## config.mk

```make
export PLATFORM = sky130hd
export DESIGN_NAME = grid_ascii_loader
export DESIGN_NICKNAME = d
export VERILOG_FILES = /design/src/rtl/grid_pkg.sv /design/src/rtl/grid_char_decode.sv /design/src/rtl/grid_ascii_loader.sv
export SDC_FILE = /design/constraint.sdc
export NUM_CORES = 1
export LEC_CHECK = 0
export CORE_ASPECT_RATIO = 0.8
export CORE_MARGIN = 5
export CORE_UTILIZATION = 50
export CTS_BUF_LIST = sky130_fd_sc_hd__clkbuf_8
export CTS_CLUSTER_SIZE = 10
export DETAILED_ROUTE_END_ITERATION = 8
export GPL_TIMING_DRIVEN = 0
export PLACE_DENSITY = 0.84
export SLEW_MARGIN = 20
export SYNTH_ARGS = -nofsm -noshare
export SYNTH_HDL_FRONTEND = slang
export SYNTH_SLANG_ARGS = --single-unit
```

## constraint.sdc

```tcl
create_clock -name clk -period 6.7 [get_ports clk]
set_input_delay 0.67 -clock clk [delete_from_list [all_inputs] [get_ports clk]]
set_output_delay 0.67 -clock clk [all_outputs]
set_load 0.01 [all_outputs]
```

## src/rtl/grid_pkg.sv

```systemverilog
`default_nettype none
// ============================================================================
// Module      : grid_pkg
// Description : Shared definitions for the ASCII grid loader: the character
//               codes the parser recognises and the loader state encoding.
// Revision    : 1.0 - initial release
// ============================================================================
package grid_pkg;

  // Recognised ASCII codes
  localparam logic [7:0] CH_PAPER = 8'h40;  // '@'  cell holding paper
  localparam logic [7:0] CH_EMPTY = 8'h2E;  // '.'  empty cell
  localparam logic [7:0] CH_LF    = 8'h0A;  // '\n' end of row
  localparam logic [7:0] CH_CR    = 8'h0D;  // '\r' tolerated, never meaningful

  // Loader state machine
  typedef enum logic [1:0] {
    LOAD  = 2'd0,  // parsing bytes into the matrix
    DRAIN = 2'd1,  // frame already malformed, discarding until in_last
    HOLD  = 2'd2   // grid presented, waiting for grid_ack
  } state_e;

endpackage : grid_pkg
`default_nettype wire

```

## src/rtl/grid_char_decode.sv

```systemverilog
`default_nettype none
// ============================================================================
// Module      : grid_char_decode
// Description : Combinational classifier for one ASCII byte of the grid
//               stream. Exactly one of is_cell / is_lf / is_ignore / is_bad
//               is high for any byte.
// Ports       : in_data   - byte to classify
//               is_cell   - byte is '@' or '.'
//               cell_bit  - value to store for a cell ('@' -> 1, '.' -> 0)
//               is_lf     - byte is '\n'
//               is_ignore - byte carries no information ('\r')
//               is_bad    - byte is not part of the grid alphabet
// Revision    : 1.0 - initial release
// ============================================================================
module grid_char_decode
  import grid_pkg::*;
(
  input  logic [7:0] in_data,
  output logic       is_cell,
  output logic       cell_bit,
  output logic       is_lf,
  output logic       is_ignore,
  output logic       is_bad
);

  always_comb begin
    is_cell   = 1'b0;
    cell_bit  = 1'b0;
    is_lf     = 1'b0;
    is_ignore = 1'b0;
    is_bad    = 1'b0;
    case (in_data)
      CH_PAPER: begin
        is_cell  = 1'b1;
        cell_bit = 1'b1;
      end
      CH_EMPTY: is_cell   = 1'b1;
      CH_LF:    is_lf     = 1'b1;
      CH_CR:    is_ignore = 1'b1;
      default:  is_bad    = 1'b1;
    endcase
  end

endmodule : grid_char_decode
`default_nettype wire

```

## src/rtl/grid_ascii_loader.sv

```systemverilog
`default_nettype none
// ============================================================================
// Module      : grid_ascii_loader
// Description : Streaming parser that turns an ASCII grid ('@' paper,
//               '.' empty, '\n' end of row) into a WIDTH x DEPTH bit matrix,
//               validates the frame shape and holds the result until the
//               consumer acknowledges it.
// Ports       : clk, rst             - clock, synchronous active-high reset
//               in_valid/in_data     - byte stream, one byte per transfer
//               in_last              - marks the final byte of a frame
//               in_ready             - byte accepted this cycle (state only)
//               grid_out             - bit r*WIDTH+c = row r, column c
//               grid_valid           - grid_out / err complete and stable
//               grid_ack             - consumer done, honoured in HOLD only
//               err                  - frame was malformed (with grid_valid)
//               rows_loaded          - completed rows of the current frame
// Revision    : 1.0 - initial release
// ============================================================================
module grid_ascii_loader
  import grid_pkg::*;
#(
  parameter int WIDTH = 16,
  parameter int DEPTH = 16
) (
  input  logic                       clk,
  input  logic                       rst,
  input  logic                       in_valid,
  input  logic [7:0]                 in_data,
  input  logic                       in_last,
  output logic                       in_ready,
  output logic [WIDTH*DEPTH-1:0]     grid_out,
  output logic                       grid_valid,
  input  logic                       grid_ack,
  output logic                       err,
  output logic [$clog2(DEPTH+1)-1:0] rows_loaded
);

  localparam int COL_W = $clog2(WIDTH + 1);
  localparam int ROW_W = $clog2(DEPTH + 1);
  localparam int CELLS = WIDTH * DEPTH;
  localparam int IDX_W = (CELLS > 1) ? $clog2(CELLS) : 1;

  localparam logic [COL_W-1:0] COL_FULL = COL_W'(WIDTH);
  localparam logic [ROW_W-1:0] ROW_FULL = ROW_W'(DEPTH);

  // --------------------------------------------------------------------------
  // Registers
  // --------------------------------------------------------------------------
  state_e             state_q, state_d;
  logic [COL_W-1:0]   col_q,   col_d;
  logic [ROW_W-1:0]   rows_q,  rows_d;
  logic [CELLS-1:0]   grid_q,  grid_d;
  logic               err_q,   err_d;

  // --------------------------------------------------------------------------
  // Byte classification
  // --------------------------------------------------------------------------
  logic is_cell;
  logic cell_bit;
  logic is_lf;
  logic is_ignore;
  logic is_bad;

  grid_char_decode u_decode (
    .in_data   (in_data),
    .is_cell   (is_cell),
    .cell_bit  (cell_bit),
    .is_lf     (is_lf),
    .is_ignore (is_ignore),
    .is_bad    (is_bad)
  );

  logic             xfer;
  logic             byte_err;
  logic [IDX_W-1:0] cell_idx;

  assign in_ready = (state_q != HOLD);
  assign xfer     = in_valid & in_ready;

  // Only consumed when col_q < WIDTH and rows_q < DEPTH, so the truncating
  // cast never aliases a real write.
  assign cell_idx = IDX_W'(rows_q * WIDTH + col_q);

  // --------------------------------------------------------------------------
  // Next-state / datapath
  // --------------------------------------------------------------------------
  always_comb begin
    state_d  = state_q;
    col_d    = col_q;
    rows_d   = rows_q;
    grid_d   = grid_q;
    err_d    = err_q;
    byte_err = 1'b0;

    case (state_q)
      LOAD: begin
        if (xfer) begin
          if (is_cell) begin
            if ((col_q < COL_FULL) && (rows_q < ROW_FULL)) begin
              grid_d[cell_idx] = cell_bit;
              col_d            = col_q + 1'b1;
            end else begin
              byte_err = 1'b1;  // row too long, or one row too many
            end
          end else if (is_lf) begin
            if (col_q == COL_FULL) begin
              rows_d = rows_q + 1'b1;
              col_d  = '0;
            end else if (col_q != '0) begin
              byte_err = 1'b1;  // short row
            end
            // col_q == 0: blank line, nothing to do
          end else if (is_bad || !is_ignore) begin
            // Anything outside the recognised alphabet is malformed.
            byte_err = 1'b1;
          end

          if (byte_err) begin
            if (in_last) begin
              state_d = HOLD;
              err_d   = 1'b1;
            end else begin
              state_d = DRAIN;
            end
          end else if (in_last) begin
            // A full final row needs no trailing newline.
            if (col_d == COL_FULL) begin
              rows_d = rows_d + 1'b1;
              col_d  = '0;
            end
            state_d = HOLD;
            err_d   = !((rows_d == ROW_FULL) && (col_d == '0));
          end
        end
      end

      DRAIN: begin
        if (xfer && in_last) begin
          state_d = HOLD;
          err_d   = 1'b1;
        end
      end

      HOLD: begin
        if (grid_ack) begin
          state_d = LOAD;
          col_d   = '0;
          rows_d  = '0;
          grid_d  = '0;
          err_d   = 1'b0;
        end
      end

      default: begin
        state_d = LOAD;
        col_d   = '0;
        rows_d  = '0;
        grid_d  = '0;
        err_d   = 1'b0;
      end
    endcase
  end

  always_ff @(posedge clk) begin
    if (rst) begin
      state_q <= LOAD;
      col_q   <= '0;
      rows_q  <= '0;
      grid_q  <= '0;
      err_q   <= 1'b0;
    end else begin
      state_q <= state_d;
      col_q   <= col_d;
      rows_q  <= rows_d;
      grid_q  <= grid_d;
      err_q   <= err_d;
    end
  end

  // --------------------------------------------------------------------------
  // Outputs
  // --------------------------------------------------------------------------
  assign grid_out    = grid_q;
  assign grid_valid  = (state_q == HOLD);
  assign err         = err_q;
  assign rows_loaded = rows_q;

endmodule : grid_ascii_loader
`default_nettype wire

```

### Word-level counts from Yosys, hierarchy flattened

Cells that the tools add are included.

* word-level logic and storage cells: 113
* input bits: 13
* output and inout port bits: 264
* register bits: 269

* reduce and logical (&&, ||, !) cells: 16
* muxes and demuxes: 65
* add/subtract/negate cells: 4
* magnitude comparators: 4
* equality and inequality tests: 17
* bitwise gates (word level): 2

Operator list (count)
* $mux W256: 4
* $pmux W256 S3: 1
* $bwmux W256: 1
* $mux W5: 28
* $pmux W5 S3: 2
* $mux W1: 20
* $eq A8 B4 Y1 const B: 2
* $add A5 B1 Y5 const B: 3
* $eq A5 B5 Y1 const B: 3
* $mux W2: 6
* $ne A2 B2 Y1 const B: 6
* $lt A5 B5 Y1 const B: 2
* $lt A8 B9 Y1 const B: 1
* $add A8 B5 Y8: 1
* $demux W1 S8: 1
* $eq A8 B6 Y1 const B: 1
* $eq A8 B7 Y1 const B: 1
* $ge A8 B1 Y1 const B: 1
* $reduce_and A4 Y1: 2
* $pmux W2 S3: 1
* $logic_not A5 Y1: 1
* $reduce_and A5 Y1: 1
* $reduce_bool A5 Y1: 1
* $logic_and A1 B1 Y1: 4
* other kinds (13): 14

### Longest topological paths before layout

* word-level depth: 19
* gate-level depth with buffers: 14
* gate-level depth less buffers: 13

### Cells and area by module

From an unflattened synthesis, not the netlist that was laid out.

* cells, all modules: 1726
* area total of the unflattened synthesis: 12528.3 sq um

Modules (own cells, without submodules)
* grid_ascii_loader: sequential area each 5385.2 sq um, cells each 1713, times used 1, area each 12428.2 sq um
* grid_char_decode: sequential area each 0.0 sq um, cells each 13, times used 1, area each 100.1 sq um

### Worst setup path before layout

No wires, ideal clock.

* kind: in2reg
* start point: input in_data[4]
* end point: register err_q, in the netlist err
* setup slack: 3006 ps
* required time: 6585 ps
* cell stages on the path: 12
* path buffers: 1
* arrival: 3580 ps
* setup time: 115 ps
* path through: or4b_4 nor4_4 and2_1 buf_2 mux2_2 ha_1 mux2_2 nand2_1 o21ai_0 xnor2_1 o41a_1 o21a_1

* word-level cells in the longest chain between the ends: 19
* elaborated cells between the ends (all ways): 45
* those cells by class: add/sub: 1; eq/ne: 6; mux: 31; reduce/logical: 7

Ends and longest elaborated chain
* start, declared: RTL line grid_ascii_loader.sv:28 `input logic [7:0] in_data,`
* $eq A8 B4 Y1 (tied with other cells): RTL line grid_char_decode.sv:32 `case (in_data)`
* $mux W1 / $reduce_or A2 Y1 (equally long branches)
* $mux W5 / $mux W1 (equally long branches): RTL line grid_ascii_loader.sv:105, grid_char_decode.sv:32
* $mux W5: RTL line grid_ascii_loader.sv:98 `if (is_cell) begin`
* $mux W5: RTL line grid_ascii_loader.sv:97 `if (xfer) begin`
* $mux W5: RTL line grid_ascii_loader.sv:95 `case (state_q)`
* $add A5 B1 Y5 / $eq A5 B5 Y1 (equally long branches): RTL line grid_ascii_loader.sv:128, grid_ascii_loader.sv:127
* $mux W5: RTL line grid_ascii_loader.sv:127 `if (col_d == COL_FULL) begin`
* [3 not listed]
* $mux W5: RTL line grid_ascii_loader.sv:95
* $eq A5 B5 Y1 / $logic_not A5 Y1 (equally long branches): RTL line grid_ascii_loader.sv:132 `err_d = !((rows_d == ROW_FULL) && (col_d == '0));`
* $logic_and A1 B1 Y1: RTL line grid_ascii_loader.sv:132
* $logic_not A1 Y1: RTL line grid_ascii_loader.sv:132
* $mux W1: RTL line grid_ascii_loader.sv:125 `end else if (in_last) begin`
* $mux W1 *: RTL line grid_ascii_loader.sv:118 `if (byte_err) begin`
* $mux W1 *: RTL line grid_ascii_loader.sv:97
* $pmux W1 S3 *: RTL line grid_ascii_loader.sv:95
* end signal, assigned: RTL line grid_ascii_loader.sv:176 `err_q <= err_d;`
* end, declared: RTL line grid_ascii_loader.sv:53 `logic err_q, err_d;`

Every way passes the cells marked *; elsewhere a longest branch is shown, timed or not. The select of a mux whose other input is x is not followed.
A chain may end at the register's enable or synchronous reset.

### Final worst setup path

* start point: register col_q[0]
* end point: register err_q, in the netlist err

* word-level cells in the longest chain between the ends: 19
* elaborated cells between the ends (all ways): 43
* those cells by class: add/sub: 2; order compare: 1; eq/ne: 3; mux: 32; reduce/logical: 5

Ends and longest elaborated chain
* start, declared: RTL line grid_ascii_loader.sv:50 `logic [COL_W-1:0] col_q, col_d;`
* start signal, assigned: RTL line grid_ascii_loader.sv:173 `col_q <= col_d;`
* $eq A5 B5 Y1 / $lt A5 B5 Y1 (equally long branches): RTL line grid_ascii_loader.sv:106, grid_ascii_loader.sv:99
* $mux W5 / $logic_and A1 B1 Y1 (equally long branches): RTL line grid_ascii_loader.sv:106, grid_ascii_loader.sv:99
* $mux W5 (on tied branches): RTL line grid_ascii_loader.sv:105, grid_ascii_loader.sv:99
* $mux W5: RTL line grid_ascii_loader.sv:98
* $mux W5: RTL line grid_ascii_loader.sv:97
* $mux W5: RTL line grid_ascii_loader.sv:95
* $add A5 B1 Y5 / $eq A5 B5 Y1 (equally long branches): RTL line grid_ascii_loader.sv:128, grid_ascii_loader.sv:127
* $mux W5: RTL line grid_ascii_loader.sv:127
* [3 not listed]
* $mux W5: RTL line grid_ascii_loader.sv:95
* $eq A5 B5 Y1 / $logic_not A5 Y1 (equally long branches): RTL line grid_ascii_loader.sv:132
* $logic_and A1 B1 Y1: RTL line grid_ascii_loader.sv:132
* $logic_not A1 Y1: RTL line grid_ascii_loader.sv:132
* $mux W1: RTL line grid_ascii_loader.sv:125
* $mux W1 *: RTL line grid_ascii_loader.sv:118
* $mux W1 *: RTL line grid_ascii_loader.sv:97
* $pmux W1 S3 *: RTL line grid_ascii_loader.sv:95

Marked as above.

==> impl_metrics.json <==
{
  "status": "complete, no violations",
  "numClockSinks": 269,
  "port_buffers": 275,
  "wl_met3_mm": 8.59,
  "finalNonFillerCells": 2393,
  "reg2reg_to": "err$_SDFFE_PP0P_",
  "netlist_instances": 1719,
  "critPathBufInv": 2,
  "muxShareOfSynthArea_pct": 0.500,
  "yosysWarnings": 0,
  "p_leak_nw": 5.26,
  "grt-ovfl-total": 0,
  "relSlewSlack_pct": 15.9,
  "hold_path_end": "grid_out[48]$_SDFFE_PP0P_",
  "grt_max_degree": 12,
  "grt_use_total_pct": 36.2,
  "fp.dieArea_um2": 28300,
  "cts.path.max_buffers": 3,
  "vias_per_cell": 6.31,
  "post-place-cells": 2312,
  "synth-xor-area-share_pct": 0.629,
  "synth_seq_area_share_pct": 43.0,
  "grt_pass1_wl_mm": 80.7,
  "synthArstFlopShare_pct": 0,
  "ys_ff_latch": 269,
  "first_pass_iters": 7,
  "met2WireLength_mm": 22.5,
  "r2r_slack_ns": 2.64,
  "drive_gt1_share_pct": 5.88,
  "synth_adder_area_share_pct": 0.799,
  "fillers": 2087,
  "path_cells": "inv_1, ha_1, or3b_2, nor4_4, and2_1, buf_2, mux2_2, ha_1, mux2_2, nand2_1, o21ai_0, xnor2_1, o41a_1, o21a_1",
  "fin_crit_sh_pct": 60.6,
  "fin_setup_tns_ns": 0,
  "routedLengthMet1_mm": 20.2,
  "rows": 51,
  "maxCapViolCount": 0,
  "synthDistinctLibCells": 59,
  "crit_arrival_ns": 4.52,
  "grt_pass1_vias": 13900,
  "cts_tree": "built",
  "finalClockSkew_ns": 0.0216,
  "setup_viol": 0,
  "synth_edf_count": 0,
  "place_congestion": 0.956,
  "start_kind": "flop",
  "layout.nets": 2061,
  "r2r.worst_path.cells": 14,
  "synth_simple_gate_area_share_pct": 14.3,
  "min_path_cells": 2,
  "synth_top_family_by_area": "compound AO/OA/AOI/OAI gates",
  "worstSetupEndpointType": "flop",
  "cp_max_fo": 9,
  "clk_pin_slew_ns": 0.07,
  "crit_path_top_delay_cell": "or3b_2",
  "pin_count": 277,
  "clock-root-buffer": "clkbuf_8",
  "rsz0062_at_grt": "no",
  "cts_resized": 0,
  "dr.max_layer_used": "met5",
  "fmax_mhz": 246,
  "start_util_pct": 51.1,
  "antenna_cells": 0,
  "worst_slew_pin_slew_ns": 1.26,
  "avgSynthCellArea_um2": 7.29,
  "synth-main-ff-cell": "dfxtp_1",
  "syn-num-nets": 1740,
  "htree_levels": 2,
  "cp_top_family": "simple AND/OR/NAND/NOR gates",
  "finalHoldViolations": 0,
  "min_from": "grid_out[48]$_SDFFE_PP0P_",
  "hold_path.class": "flop to flop",
  "worstPathRequired_ns": 7.16,
  "hpwl_mm": 37.0,
  "syn_to_final_growth_pct": 32.8,
  "ir_drop_v": 0.000148,
  "clk_latency_ns": 0.57,
  "synthesis.area_um2": 12500,
  "die_w_um": 187,
  "core_area_um2": 24500,
  "path_class": "flop to flop",
  "vias": 15100,
  "drt_iter0_drc": 2151,
  "totalWireLength_mm": 54.6,
  "synth_compound_area_share_pct": 33.5,
  "post_cts_buffers": 0,
  "numCtsBuffers": 44,
  "max_stage_delay_ns": 0.59,
  "power.density_nw_per_um2": 205,
  "period_needed_ns": 4.06,
  "ant_nets": 0,
  "drc": 0,
  "antenna_found_initial": 1,
  "die_y_um": 152,
  "reg2reg_from": "col_q[0]$_SDFFE_PP0P_",
  "maxSlewViolCount": 0,
  "wire_per_inst_um": 22.8,
  "postCtsHoldBufs": 0
}
-- registers in the layout (all words and copies together) (netlist names) --
name and count:
state_q 2, grid_out 256, col_q 5, rows_loaded 5, err 1
-- worst reg2reg max path: stages, from the launching register on --
cell and delay, ns:
dfxtp_1 0.39, inv_1 0.14, ha_1 0.26, or3b_2 0.59
nor4_4 0.49, and2_1 0.19, buf_2 0.18, mux2_2 0.37
ha_1 0.26, mux2_2 0.28, nand2_1 0.06, o21ai_0 0.10
xnor2_1 0.16, o41a_1 0.31, o21a_1 0.18
-- where the power goes --
part / switching [mW] / internal, mW
combinational: 0.181 / 0.0687
sequential: 0.00125 / 1.60
clock: 0.707 / 0.849
-- worst max path at each step --
| stage | from | end | slack (ns) | cells after the start |
|---|---|---|---|---|
| floorplan | in_data[4] | err$_SDFFE_PP0P_ | 3.01 | 12 |
| global placement | in_data[4] | err$_SDFFE_PP0P_ | 2.29 | 13 |
| detailed placement | in_data[4] | err$_SDFFE_PP0P_ | 2.28 | 13 |
| CTS | col_q[0]$_SDFFE_PP0P_ | err$_SDFFE_PP0P_ | 2.69 | 14 |
| global route | col_q[0]$_SDFFE_PP0P_ | err$_SDFFE_PP0P_ | 2.46 | 14 |
| finish | col_q[0]$_SDFFE_PP0P_ | err$_SDFFE_PP0P_ | 2.64 | 14 |
-- cells in the final DEF (no fill, tap or decap), types with 10 or more instances in the layout --
cell type and instances:
and2_1 15, inv_1 18, clkbuf_1 166, a21oi_1 523, nor2b_1 16, dfxtp_1 269
o21ai_0 264, nand2_1 278, clkbuf_8 61, clkdlybuf4s50_1 275, nor2_1 33, buf_2 10
-- metrics by stage --
step	total power, mW	utilization, %	hold WS, ns	instance area (µm²)	setup slack, ns
finish	3.41	67.9	0.475	16600	2.64
global route	3.49	67.9	0.499	16600	2.46
CTS	3.38	67.9	0.473	16600	2.69
floorplan	1.80	-	0.494	12500	3.01
detailed placement	1.87	64.0	0.465	15700	2.28
global placement	1.86	64.0	0.458	15700	2.29
-- metal layers --
metal / vias to the layer above / GRT usage (%)
li1: 6588 / -
met1: 6868 / 47.3
met2: 1333 / 54.0
met3: 308 / 11.3
met4: 2 / 19.0
met5: - / 0
-- cell type report --
cell class,count,area [µm²],area share (%)
multi-input cells,1238,6220,37.4
flip-flops and latches,269,5390,32.4
repair buffers,275,2750,16.6
plain buffers,207,896,5.39
clock buffers,61,840,5.05
well taps,318,398,2.39
clock inverters,20,115,0.692
inverters,5,18.8,0.113
-- Yosys cell counts (2+ instances only) --
| library cell | number | area (µm²) |
|---|---|---|
| buf_4 | 8 | 60.1 |
| or3b_2 | 2 | 17.5 |
| a31oi_1 | 3 | 18.8 |
| o21ai_1 | 2 | 10.0 |
| buf_6 | 9 | 101 |
| nor4_1 | 3 | 18.8 |
| a32oi_1 | 2 | 17.5 |
| or2_2 | 3 | 18.8 |
| nor2b_1 | 16 | 100 |
| a21oi_1 | 523 | 2620 |
| and2_1 | 15 | 93.8 |
| nor2_2 | 2 | 12.5 |
| inv_1 | 5 | 18.8 |
| mux2_2 | 2 | 22.5 |
| a2111o_1 | 2 | 22.5 |
| o21ai_0 | 264 | 1320 |
| o2111ai_1 | 2 | 17.5 |
| nor3_1 | 8 | 40.0 |
| ha_1 | 8 | 100 |
| buf_2 | 10 | 50.1 |
| nand2_1 | 278 | 1040 |
| buf_1 | 7 | 26.3 |
| dfxtp_1 | 269 | 5390 |
| nor3b_1 | 2 | 15.0 |
| clkbuf_2 | 7 | 35.0 |
| xnor2_1 | 4 | 35.0 |
| and3_1 | 7 | 43.8 |
| clkbuf_1 | 166 | 623 |
| nor2_4 | 2 | 22.5 |
| or4_1 | 2 | 15.0 |
| nor2_1 | 33 | 124 |
| nand3_1 | 6 | 30.0 |
| nand3b_1 | 3 | 22.5 |
| o211ai_1 | 4 | 30.0 |
| xor2_1 | 5 | 43.8 |
| nand2b_1 | 6 | 37.5 |
| nor4_2 | 2 | 25.0 |
| a22oi_1 | 2 | 15.0 |
| mux2i_1 | 4 | 40.0 |
| or4b_4 | 2 | 27.5 |
-- logic make-up (layout without fill, tap and decap cells) --
| kind of cell | Yosys count | count (layout) |
|---|---|---|
| XOR/XNOR | 9 | 9 |
| adder cells (fa/ha/maj) | 8 | 8 |
| multiplexers | 6 | 6 |
| AND/OR/NAND/NOR | 399 | 399 |
| flip-flops | 269 | 269 |
| AO/OA/AOI/OAI | 816 | 816 |
| buffers and inverters | 212 | 568 |
(Power assumes the default switching activity.)
